`src/rtl/midi_poly_player.sv`:
```
// midi_poly_player
//   Polyphonic note player: note-on/note-off commands are allocated onto
//   VOICES phase-accumulator oscillators (steal pointer when all are busy).
//   All voices are mixed into one signed sample every SAMPLE_DIV clocks.
//
// Ports
//   clk           system clock
//   rst           asynchronous, active-high reset
//   midi_data     [6:0] note number, [7] ignored
//   midi_note_on  1 = note-on, 0 = note-off (qualified by midi_valid)
//   midi_valid    command present
//   midi_ready    command accepted when midi_valid && midi_ready
//   wave_sel      0 = square, 1 = sawtooth, all voices
//   sound_data    signed mixed sample, held between strobes
//   sound_valid   one-cycle strobe per new sample
//
// Handshake states
//   state       | meaning
//   ST_IDLE     | midi_ready high, a command may be accepted
//   ST_SETTLE   | one cycle after an accept, midi_ready low
module midi_poly_player #(
   parameter int VOICES     = 4,
   parameter int SAMPLE_DIV = 1042,
   parameter int PHASE_W    = 24,
   parameter int OUT_W      = 16
) (
   input  logic             clk,
   input  logic             rst,
   input  logic [7:0]       midi_data,
   input  logic             midi_note_on,
   input  logic             midi_valid,
   output logic             midi_ready,
   input  logic             wave_sel,
   output logic [OUT_W-1:0] sound_data,
   output logic             sound_valid
);

   localparam int SP_W    = $clog2(VOICES);
   localparam int VOICE_W = OUT_W - SP_W;
   localparam int CNT_W   = $clog2(SAMPLE_DIV);
   localparam logic [CNT_W-1:0]   CNT_LAST = CNT_W'(SAMPLE_DIV - 1);
   localparam logic [VOICE_W-1:0] SQ_POS   = {1'b0, {(VOICE_W-1){1'b1}}};
   localparam logic [VOICE_W-1:0] SQ_NEG   = {1'b1, {(VOICE_W-2){1'b0}}, 1'b1};

   typedef enum logic {ST_IDLE, ST_SETTLE} state_t;

   state_t               state;
   logic [CNT_W-1:0]     cnt;
   logic [SP_W-1:0]      sp;
   logic [VOICES-1:0]    active;
   logic [6:0]           note  [VOICES];
   logic [PHASE_W-1:0]   phase [VOICES];

   logic [PHASE_W-1:0]   inc_v [VOICES];
   logic [VOICE_W-1:0]   smp   [VOICES];
   logic [OUT_W-1:0]     mix;
   logic [6:0]           cmd_note;
   logic                 accept;
   logic                 tick;
   logic                 hit;
   logic [SP_W-1:0]      hit_idx;
   logic                 free_found;
   logic [SP_W-1:0]      free_idx;
   logic [SP_W-1:0]      tgt;
   logic                 unused_msb;

   assign unused_msb = midi_data[7];
   assign cmd_note   = midi_data[6:0];
   assign accept     = midi_valid && midi_ready;
   assign tick       = (cnt == CNT_LAST);

   // Octave 10 table (notes 120..131), shifted down one bit per octave below.
   function automatic logic [PHASE_W-1:0] note_inc(input logic [6:0] n);
      logic [6:0]  oct;
      logic [6:0]  semi;
      logic [31:0] base;
      oct  = n / 7'd12;
      semi = n % 7'd12;
      case (semi)
         7'd0:    base = 32'd2926230;
         7'd1:    base = 32'd3100232;
         7'd2:    base = 32'd3284582;
         7'd3:    base = 32'd3479893;
         7'd4:    base = 32'd3686818;
         7'd5:    base = 32'd3906048;
         7'd6:    base = 32'd4138314;
         7'd7:    base = 32'd4384391;
         7'd8:    base = 32'd4645100;
         7'd9:    base = 32'd4921312;
         7'd10:   base = 32'd5213948;
         default: base = 32'd5523986;
      endcase
      base = base >> (7'd10 - oct);
      return base[PHASE_W-1:0];
   endfunction

   // Descending scan so the lowest matching / lowest free index wins.
   always_comb begin
      hit        = 1'b0;
      hit_idx    = '0;
      free_found = 1'b0;
      free_idx   = '0;
      for (int i = VOICES - 1; i >= 0; i--) begin
         if (active[i] && note[i] == cmd_note) begin
            hit     = 1'b1;
            hit_idx = SP_W'(i);
         end
         if (!active[i]) begin
            free_found = 1'b1;
            free_idx   = SP_W'(i);
         end
      end
      tgt = hit ? hit_idx : (free_found ? free_idx : sp);
   end

   // Each voice is VOICE_W bits so the sign-extended sum of VOICES of them
   // always fits OUT_W; no saturation is needed.
   always_comb begin
      mix = '0;
      for (int i = 0; i < VOICES; i++) begin
         smp[i] = '0;
         if (active[i]) begin
            if (wave_sel)
               smp[i] = {~phase[i][PHASE_W-1], phase[i][PHASE_W-2 -: VOICE_W-1]};
            else
               smp[i] = phase[i][PHASE_W-1] ? SQ_NEG : SQ_POS;
         end
         mix      = mix + {{SP_W{smp[i][VOICE_W-1]}}, smp[i]};
         inc_v[i] = note_inc(note[i]);
      end
   end

   // Command writes come after the phase advance so a load/clear on the
   // tick cycle wins over that voice's advance.
   always_ff @(posedge clk or posedge rst) begin
      if (rst) begin
         state       <= ST_IDLE;
         midi_ready  <= 1'b1;
         cnt         <= '0;
         sp          <= '0;
         active      <= '0;
         sound_data  <= '0;
         sound_valid <= 1'b0;
         for (int i = 0; i < VOICES; i++) begin
            note[i]  <= '0;
            phase[i] <= '0;
         end
      end else begin
         sound_valid <= 1'b0;
         if (tick) begin
            cnt         <= '0;
            sound_valid <= 1'b1;
            sound_data  <= mix;
            for (int i = 0; i < VOICES; i++)
               if (active[i]) phase[i] <= phase[i] + inc_v[i];
         end else begin
            cnt <= cnt + 1'b1;
         end

         case (state)
            ST_IDLE: begin
               if (accept) begin
                  state      <= ST_SETTLE;
                  midi_ready <= 1'b0;
                  if (midi_note_on) begin
                     active[tgt] <= 1'b1;
                     note[tgt]   <= cmd_note;
                     phase[tgt]  <= '0;
                     if (!hit && !free_found) sp <= sp + 1'b1;
                  end else begin
                     for (int i = 0; i < VOICES; i++) begin
                        if (active[i] && note[i] == cmd_note) begin
                           active[i] <= 1'b0;
                           phase[i]  <= '0;
                        end
                     end
                  end
               end
            end
            default: begin
               state      <= ST_IDLE;
               midi_ready <= 1'b1;
            end
         endcase
      end
   end

endmodule

```
`config.mk`:
```
export PLATFORM = sky130hd
export DESIGN_NAME = midi_poly_player
export DESIGN_NICKNAME = d
export VERILOG_FILES = /design/src/rtl/midi_poly_player.sv
export SDC_FILE = /design/constraint.sdc
export NUM_CORES = 1
export LEC_CHECK = 0
export BUFFER_PORTS_ARGS = -buffer_cell sky130_fd_sc_hd__buf_2
export CAP_MARGIN = 20
export CORE_UTILIZATION = 55
export CTS_BUF_LIST = sky130_fd_sc_hd__clkbuf_2
export DETAILED_ROUTE_END_ITERATION = 12
export PLACE_DENSITY_LB_ADDON = 0.1
export SLEW_MARGIN = 10
export SYNTH_ARGS = -nofsm -noshare
export SYNTH_HDL_FRONTEND = slang
export SYNTH_SLANG_ARGS = --single-unit
```
`constraint.sdc`:
```
create_clock -name clk -period 19.5 [get_ports clk]
set_input_delay 2.925 -clock clk [delete_from_list [all_inputs] [get_ports clk]]
set_output_delay 2.925 -clock clk [all_outputs]
set_load 0.01 [all_outputs]
```
==> results_dict.tcl <==
set metrics [dict create \
    status "finished, final reports clean" \
    intPower_uw 382 \
    finalSetupTns_ps 0 \
    cp.buffers_inverters 3 \
    fmax_mhz 109 \
    fin_crit_ps 9130 \
    path_clk_slew_ps 210 \
    drc_errors 0 \
    gr-total-overflow 0 \
    grt_max_degree 97 \
    worstSetupPathType "flop to flop" \
    hold_viol_final 0 \
    endpoint_kind "flop" \
    final_cell_mix "287 x nand2_1, 273 x nor2_1, 260 x a21oi_1" \
    drive_above_1_share 0.0788 \
    grt_pass1_wl_microns 97200 \
    pwr-share-clk 0.336 \
    tritoncts "yes" \
    power.density_nw_per_um2 24.8 \
    pwr-share-seq 0.632 \
    met1_length_microns 26600 \
    cp_max_fo 25 \
    die_width_microns 196 \
    syn-num-nets 2957 \
    drt_first_pass_iters 6 \
    critical-path-max-stage-delay_ps 850 \
    rows 70 \
    power.switching_fraction 0.274 \
    rsz0062_at_grt "no" \
    worst_clock_skew_ps 50.4 \
    cts_setup_buffers 0 \
    final_nets 2855 \
    areaGrowthSynthToFinish_pct 2.39 \
    cts_buffer_depth 2 \
    netlist-cell-type-count 107 \
    synth_area_leaders "dfrtp_1 19%, ha_1 8.6%, a21oi_1 6.3%" \
    drt_iter0_drc 1759 \
    gp_congestion 0.938 \
    critical_path.slowest_cell "dfrtp_1" \
    min_path_type "flop to flop" \
    synth_warnings 0 \
    power_frac_comb 0.032 \
    crit_arrival_ps 9890 \
    max_slew_margin 0.325 \
    worst_slew_pin_slew_ps 1010 \
    die_h_microns 196 \
    core_sq_um 36800 \
    wl_met2_microns 27200 \
    syn_area_per_cell_sq_um 7.47 \
    drtAntennaViolNets 0 \
    critPathTopFamily "compound AO/OA/AOI/OAI gates" \
    vias 20390 \
    grt_pass1_vias 19072 \
    ctsHoldBuffers 0 \
    dp_slack_ps 10480 \
    numClockSinks 160 \
    timing.final.ws_setup_ps 10370 \
    io-pin-count 31 \
    ctsResizeCount 0 \
    synth_top_area_frac 0.192 \
    ys_seq_area_frac 0.194 \
    ir_drop_v 0.0000327 \
    cts_root_buf "clkbuf_2" \
    viasPerCell 6.48 \
    synth_flop_cell "dfrtp_1" \
    cts_buffers 17 \
    synthesis.area_sq_um 20700 \
    grt_use_total 0.306 \
    routed.top_layer "met4" \
    layout_commonest_cell "nand2_1" \
    leakagePower_uw 0.00924 \
    io_buffers 29 \
    fin_crit_sh 0.468 \
    cp-start-kind "flop" \
    start_util 0.563 \
    finalSetupViolations 0 \
    maxCapViolCount 0 \
    wl_per_cell_microns 18.6 \
    synthCells 2769 \
    ys_ff_latch 160 \
    dp_hpwl_microns 43600 \
    die_area_sq_um 38400 \
    crit_path_frequent_cell "o21ai_0" \
    antenna_found_initial 2 \
    slew_viol_final 0 \
    worstSkewPairLatency_ps 880 \
    drt_wl_total_microns 58500 \
    synth.largest_area_cell "dfrtp_1" \
    synth_edf_count 0 \
    htreeDepth 4 \
    async_flop_share 1.00 \
    required_ps 20250 \
    p_switching_uw 144 \
    wl_met3_microns 3150 \
]
-- worst paths after layout --
| kind | startpoint | endpoint | slack [ps] | cells past startpoint |
|---|---|---|---|---|
| max | note[19] | phase[70] | 10370 | 29 |
| min | state | midi_ready | 490 | 1 |
| max reg2reg | note[19] | phase[70] | 10370 | 29 |
| min reg2reg | state | midi_ready | 490 | 1 |
| max in group asynchronous | rst | phase[12] | 15850 | 3 |
| min in group asynchronous | rst | phase[72] | 2180 | 2 |
-- logic make-up after synthesis --
| group | share of synthesized area |
|---|---|
| AO/OA/AOI/OAI | 0.303 |
| AND/OR/NAND/NOR | 0.208 |
| buffers and inverters | 0.0568 |
| adder cells (fa/ha/maj) | 0.118 |
| flip-flops | 0.194 |
| XOR/XNOR | 0.0614 |
| multiplexers | 0.0597 |
-- layout make-up --
class	instances	area, sq um
Sequential cell	160	4010
Fill cell	3516	15600
Inverter	114	433
Multi-Input combinational cell	2309	15500
Timing Repair Buffer	65	433
Clock inverter	13	116
Antenna cell	2	5.00
Tap cell	468	586
Clock buffer	18	90.1
-- worst reg2reg max path, delay by kind of cell, from the launching register on --
family                     cells  cell delay [ps]
AOI/OAI and AO/OA             16             4520
adders and majority gates      3             1480
muxes                          4             1230
DFF                            1              850
buffers and inverters          3              690
and+or+nand+nor                3              290
-- sequential cells by signal, indices dropped and copies added (netlist names) --
signal       count
phase           96
midi_ready       1
sound_data      16
note            28
active           4
sound_valid      1
cnt             11
sp               2
state            1
-- through the flow --
stage | power (uW) | cells | util | hold WS [ps] | cell area (sq um)
2_1_floorplan | 349 | 2769 | - | 421 | 20700
3_3_place_gp | 355 | 3113 | 0.569 | 439 | 20900
3_5_place_dp | 355 | 3113 | 0.569 | 451 | 20900
4_1_cts | 533 | 3144 | 0.575 | 500 | 21100
5_1_grt | 546 | 3148 | 0.576 | 516 | 21200
6_report | 526 | 3149 | 0.576 | 492 | 21200
-- cell usage after synthesis, drive strengths merged, types with 9 or more instances --
cell type	number
clkbuf	148
or2	20
a311oi	10
o2111ai	9
o311ai	10
a21o	43
nand3	65
o21ai	235
a211oi	52
xnor2	80
o31ai	25
a2111oi	9
o22ai	38
o21a	24
fa	33
a21oi	261
a211o	9
nor4	16
nand3b	10
o211ai	32
a21boi	10
mux2	49
o21bai	9
and3	33
xor2	65
buf	38
a31oi	44
nor2b	27
mux2i	57
ha	142
nand2b	21
nor2	276
or3	20
o211a	9
inv	112
a22oi	11
o221ai	19
nand4	16
and2	27
a221oi	9
nor3	67
dfrtp	159
nand2	287
-- layer usage --
metal,track usage,vias to the layer above
li1,-,9935
met1,0.418,9676
met2,0.504,683
met3,0.0378,96
met4,0.0981,0
met5,0,-
-- power groups by stage --
stage	Clock [uW]	Combinational, uW	Sequential (uW)
6_report	177	16.8	333
5_1_grt	194	18.9	333
4_1_cts	183	17.4	333
3_5_place_dp	0	17.4	338
3_3_place_gp	0	17.0	338
2_1_floorplan	0	11.1	338
No activity file was read; power rests on OpenSTA's default activity.
